`config.mk`:
```
export PLATFORM = sky130hd
export DESIGN_NAME = spi_byte_sequencer
export DESIGN_NICKNAME = d
export VERILOG_FILES = /design/src/rtl/spi_byte_sequencer.sv
export SDC_FILE = /design/constraint.sdc
export NUM_CORES = 1
export LEC_CHECK = 0
export CORE_ASPECT_RATIO = 1.1
export CORE_UTILIZATION = 50
export DETAILED_ROUTE_END_ITERATION = 8
export GPL_ROUTABILITY_DRIVEN = 1
export PLACE_DENSITY = 0.68
export SLEW_MARGIN = 30
export SYNTH_ARGS = -nofsm -noshare
export SYNTH_HDL_FRONTEND = slang
export SYNTH_SLANG_ARGS = --single-unit
```
`constraint.sdc`:
```
create_clock -name clk -period 4.1 [get_ports clk]
set_clock_uncertainty 0.2 [all_clocks]
set_input_delay 0.41 -clock clk [delete_from_list [all_inputs] [get_ports clk]]
set_output_delay 0.41 -clock clk [all_outputs]
set_load 0.005 [all_outputs]
```
`src/rtl/spi_byte_sequencer.sv`:
```
// spi_byte_sequencer: queues TX bytes (with a per-byte rx_discard flag), issues them one
// at a time to a byte-level SPI engine and collects the returned MISO bytes in an RX FIFO.
// Optional watchdog: define SPI_SEQ_TIMEOUT_EN to enable the per-byte timeout counter.
module spi_byte_sequencer #(
  parameter int FIFO_DEPTH     = 16,
  parameter int TIMEOUT_CYCLES = 4096,
  localparam int AW = $clog2(FIFO_DEPTH),
  localparam int LW = $clog2(FIFO_DEPTH) + 1
) (
  input  logic          clk,
  input  logic          arstn,
  input  logic [7:0]    tx_data,
  input  logic          tx_valid,
  output logic          tx_ready,
  input  logic          rx_discard,
  output logic [7:0]    rx_data,
  output logic          rx_valid,
  input  logic          rx_ready,
  output logic [LW-1:0] tx_level,
  output logic [LW-1:0] rx_level,
  output logic          busy,
  output logic          err_timeout,
  input  logic          err_clr,
  output logic [7:0]    spi_byte_send,
  output logic          spi_send_byte,
  output logic          spi_receive_byte,
  input  logic [7:0]    spi_byte_receive,
  input  logic          spi_system_idle
);

  typedef enum logic [2:0] {IDLE, ISSUE, WAIT_START, WAIT_DONE, CAPTURE} state_t;

  state_t          state_q, state_d;
  logic [8:0]      tx_mem_q [FIFO_DEPTH];
  logic [7:0]      rx_mem_q [FIFO_DEPTH];
  logic [AW-1:0]   tx_wr_q, tx_rd_q, rx_wr_q, rx_rd_q;
  logic [LW-1:0]   tx_lvl_q, rx_lvl_q;
  logic [7:0]      byte_q;
  logic            disc_q;
  logic            tx_push, tx_pop, rx_push, rx_pop, load, timeout;
  logic [8:0]      tx_head;

  assign tx_head          = tx_mem_q[tx_rd_q];
  assign tx_ready         = (tx_lvl_q != LW'(FIFO_DEPTH));
  assign rx_valid         = (rx_lvl_q != '0);
  assign rx_data          = rx_mem_q[rx_rd_q];
  assign tx_level         = tx_lvl_q;
  assign rx_level         = rx_lvl_q;
  assign tx_push          = tx_valid & tx_ready;
  assign rx_pop           = rx_valid & rx_ready;
  assign spi_send_byte    = (state_q == ISSUE);
  assign spi_receive_byte = 1'b0;
  assign spi_byte_send    = byte_q;
  assign busy             = (state_q != IDLE) || (tx_lvl_q != '0);

  // FIFO storage: data only, no reset needed since levels gate every read
  always_ff @(posedge clk) begin
    if (tx_push) tx_mem_q[tx_wr_q] <= {rx_discard, tx_data};
    if (rx_push) rx_mem_q[rx_wr_q] <= spi_byte_receive;
  end

  // FIFO pointers, occupancy, issued byte and its latched discard flag
  always_ff @(posedge clk or negedge arstn) begin
    if (!arstn) begin
      tx_wr_q  <= '0;
      tx_rd_q  <= '0;
      rx_wr_q  <= '0;
      rx_rd_q  <= '0;
      tx_lvl_q <= '0;
      rx_lvl_q <= '0;
      byte_q   <= '0;
      disc_q   <= 1'b0;
    end else begin
      if (tx_push) tx_wr_q <= tx_wr_q + AW'(1);
      if (tx_pop)  tx_rd_q <= tx_rd_q + AW'(1);
      if (rx_push) rx_wr_q <= rx_wr_q + AW'(1);
      if (rx_pop)  rx_rd_q <= rx_rd_q + AW'(1);
      tx_lvl_q <= tx_lvl_q + LW'(tx_push) - LW'(tx_pop);
      rx_lvl_q <= rx_lvl_q + LW'(rx_push) - LW'(rx_pop);
      if (load) begin
        byte_q <= tx_head[7:0];
        disc_q <= tx_head[8];
      end
    end
  end

  // FSM state register
  always_ff @(posedge clk or negedge arstn) begin
    if (!arstn) state_q <= IDLE;
    else        state_q <= state_d;
  end

`ifdef SPI_SEQ_TIMEOUT_EN
  localparam int TW = $clog2(TIMEOUT_CYCLES + 1);
  logic [TW-1:0] cnt_q, cnt_d;
  logic          err_q, err_d;
  logic          cnt_hit;

  // cnt_q counts wait cycles since ISSUE; hitting the limit on the last one aborts the byte
  assign cnt_hit     = (cnt_q == TW'(TIMEOUT_CYCLES - 1));
  assign err_timeout = err_q;

  // Watchdog next state: a new timeout takes priority over err_clr
  always_comb begin
    cnt_d = cnt_q;
    err_d = err_q;
    if (state_q == ISSUE)
      cnt_d = '0;
    else if ((state_q == WAIT_START) || (state_q == WAIT_DONE))
      cnt_d = cnt_q + TW'(1);
    if (timeout)      err_d = 1'b1;
    else if (err_clr) err_d = 1'b0;
  end

  // Watchdog registers
  always_ff @(posedge clk or negedge arstn) begin
    if (!arstn) begin
      cnt_q <= '0;
      err_q <= 1'b0;
    end else begin
      cnt_q <= cnt_d;
      err_q <= err_d;
    end
  end
`else
  logic cnt_hit;
  logic unused_err_clr;
  localparam int unused_timeout_cycles = TIMEOUT_CYCLES;

  assign cnt_hit        = 1'b0;
  assign err_timeout    = 1'b0;
  assign unused_err_clr = err_clr;
`endif

  // FSM next state: one byte in flight; RX space is reserved before issue
  always_comb begin
    state_d = state_q;
    tx_pop  = 1'b0;
    rx_push = 1'b0;
    load    = 1'b0;
    timeout = 1'b0;
    case (state_q)
      IDLE: begin
        if ((tx_lvl_q != '0) && spi_system_idle &&
            (tx_head[8] || (rx_lvl_q != LW'(FIFO_DEPTH)))) begin
          state_d = ISSUE;
          load    = 1'b1;
        end
      end
      ISSUE: begin
        tx_pop  = 1'b1;
        state_d = WAIT_START;
      end
      WAIT_START: begin
        if (cnt_hit) begin
          timeout = 1'b1;
          state_d = IDLE;
        end else if (!spi_system_idle) begin
          state_d = WAIT_DONE;
        end
      end
      WAIT_DONE: begin
        if (cnt_hit) begin
          timeout = 1'b1;
          state_d = IDLE;
        end else if (spi_system_idle) begin
          state_d = CAPTURE;
        end
      end
      CAPTURE: begin
        rx_push = !disc_q;
        state_d = IDLE;
      end
      default: state_d = IDLE;
    endcase
  end

endmodule
```
==> impl_metrics.ini <==
[run_status]
outcome = finished, final reports clean

[setup_path]
required_ns = 3.49
endpoint_kind = primary output
critPathArrivalTime_ns = 3.15
cp_num_cells = 4
crit_family = multiplexers
path_max_fanout = 18
critPathMostFrequentCell = mux4_2
crit_slowest_cell = dfrtp_2
reg2reg_from = rx_level[3]
startpoint_type = flop
crit_buf_inv = 2
path_cells = buf_4 > mux4_2 > mux4_2 > clkdlybuf4s50_1
critPathMaxStageDelay_ns = 0.73
crit_type = reg2out
r2r_cells = 13
crit_start = rx_rd_q[0]

[synthesis]
synth_edf_count = 272
synth_top_family_by_area = multiplexers
syn_area_sq_um = 12500
synth_area_leader_cell = edfxtp_1
synth_xor_area_frac = 0.0140
synth_cell_type_count = 42
synth_area_per_cell_sq_um = 20.7
ys_seq_area_frac = 0.727
post-synth-top-count-cell = edfxtp_1
synth_cells = 605
synth_ff_type = edfxtp_1
synthMuxAreaShare = 0.166
synth_commonest_cells = 272 x edfxtp_1, 63 x mux4_2, 38 x dfrtp_1
ys_async_sr_fraction = 0.123
synth_compound_area_frac = 0.00897
netlist.area_leader.share = 0.651
yosys.area_share.simple = 0.0359
synth.ff_latch_count = 310
yosys_warnings = 0
yosys-top-cells-area = edfxtp_1 65%, mux4_2 11%, dfrtp_1 7.6%
synth_adder_area_share = 0.0251

[route]
vias = 5759
wirelength_mm = 23.6
post_drt_wl_per_cell_um = 23.2
drt_pass1_iterations = 7
drtAntennaViolNets = 0
drt_iter0_drc = 405
drc = 0
viasPerCell = 5.66

[grt]
antenna_found_initial = 0
grt_max_degree = 39
grtUsageTotal = 0.193
grt_pass1_wl_mm = 36.8
grt_overflow = 0
grt_pass1_vias = 6108

[floorplanning]
num_rows = 60
die_height_um = 168
ios = 55
die_w_um = 153
initial_core_util = 0.511
core_sq_um = 24500
fp.dieArea_sq_um = 25700

[final_layout]
fin_cells = 1017
nets = 731
diodes = 0
num-fill-cells = 1727
multi_input_area_sq_um = 3210
layout-drive-gt1-share = 0.216
syn_to_final_growth_pct = 15.8
ff_latch_area_sq_um = 9120

[clocking]
cts_max_path_buffers = 3
cts_root_buf = clkbuf_16
clkSlewWorstSetupHoldPaths_ns = 0.06
cts_resized = 0
tritoncts = yes
h-tree-depth = 1
insertion_delay_ns = 0.54
cts_buffers = 30
clkSinkCount = 310

[timing]
fmax_mhz = 266
hold_violations = 0
worstMarginPinSlew_ns = 0.908
period_minus_slack_ns = 3.76
maxSlewViolCount = 0
relSlewSlack = 0.393
tns_ns = 0
setup_viol_count_final = 0
hold_ws_ns = 0.181
period_share = 0.917
rsz0062_at_grt = false

[power_and_ir_drop]
p_leak_uw = 0.00496
pwr_density_cell_nw_per_um2 = 671
vdd_ir_drop_max_uv = 549

[placement]
portBuffers = 51
gp_congestion = 0.809
placed_cells = 959
post-dp-hpwl_mm = 15.3

[flow_run]
maxCapViolations = 0

[hold_path]
hold_path.class = in2async
## cell families (layout without fill, tap and decap cells)
kind of cell             after synthesis  after routing
multiplexers                          98             98
buffers and inverters                 58            159
XOR/XNOR                              20             20
other                                  1              2
flip-flops                           310            310
adder cells (fa/ha/maj)               24             24
AO/OA/AOI/OAI                         15             15
AND/OR/NAND/NOR                       79             79
## per-layer routing
layer,GRT usage,up-vias,wire length [um]
met3,0.0286,32,929
met2,0.348,118,12900
met1,0.244,3018,9290
li1,-,2591,-
met4,0.0496,0,410
met5,0,-,0
## path summary, 6_finish.rpt
| check | endpoint | slack (ns) |
|---|---|---|
| max | rx_data[6] | 0.34 |
| min | tx_level[3] | 0.18 |
| max reg2reg | rx_level[4] | 0.89 |
| min reg2reg | disc_q | 0.31 |
| max in group asynchronous | tx_rd_q[2] | 3.12 |
| min in group clk | disc_q | 0.31 |
## flip-flops by register name, indices dropped and copies added, names as in the netlist
register       cells
spi_byte_send      8
tx_level           5
tx_wr_q            4
disc_q             1
tx_rd_q            4
rx_mem_q         128
state_q            3
tx_mem_q         144
rx_wr_q            4
rx_level           5
rx_rd_q            4
## where the power goes
part	internal, uW	total (uW)	leakage (uW)	switching (uW)
registers	3780	4250	0.00290	471
logic	1610	2770	0.00156	1150
clock network	1640	2730	0.000491	1090
total	7030	9750	0.00496	2720
## stage by stage
stage | setup slack (ns) | instance area (sq um) | utilization | total power (uW)
floorplan | 1.07 | 12600 | - | 6110
global placement | 0.855 | 13500 | 0.549 | 7000
detailed placement | 0.825 | 13500 | 0.550 | 7130
CTS | 0.242 | 14500 | 0.591 | 9860
global route | 0.159 | 14500 | 0.592 | 10200
finish | 0.342 | 14500 | 0.592 | 9750
## cell usage in the layout, fill, tap and decap left out, types with 16 or more instances in the layout
cell type        instances
edfxtp_1               272
mux4_2                  63
clkdlybuf4s50_1         50
dfrtp_1                 35
clkbuf_16               31
inv_1                   28
ha_1                    22
buf_4                   21
mux4_1                  17
nor2_1                  16
## final cells by class
type | count | share of cell area
Timing Repair Buffer | 76 | 0.0491
Sequential cell | 310 | 0.628
Clock buffer | 43 | 0.0592
Multi-Input combinational cell | 238 | 0.221
Tap cell | 310 | 0.0267
Clock inverter | 12 | 0.00930
Inverter | 28 | 0.00723
## repair_timing
| action | 4_1_cts | 5_1_grt |
|---|---|---|
| endpoints found under the hold margin | 38 | 0 |
| endpoints found under the setup margin | 0 | 0 |
| hold buffers | 1 | 0 |
| buffers inserted | 0 | 0 |
Note: power is estimated with default switching activity, not from simulation.
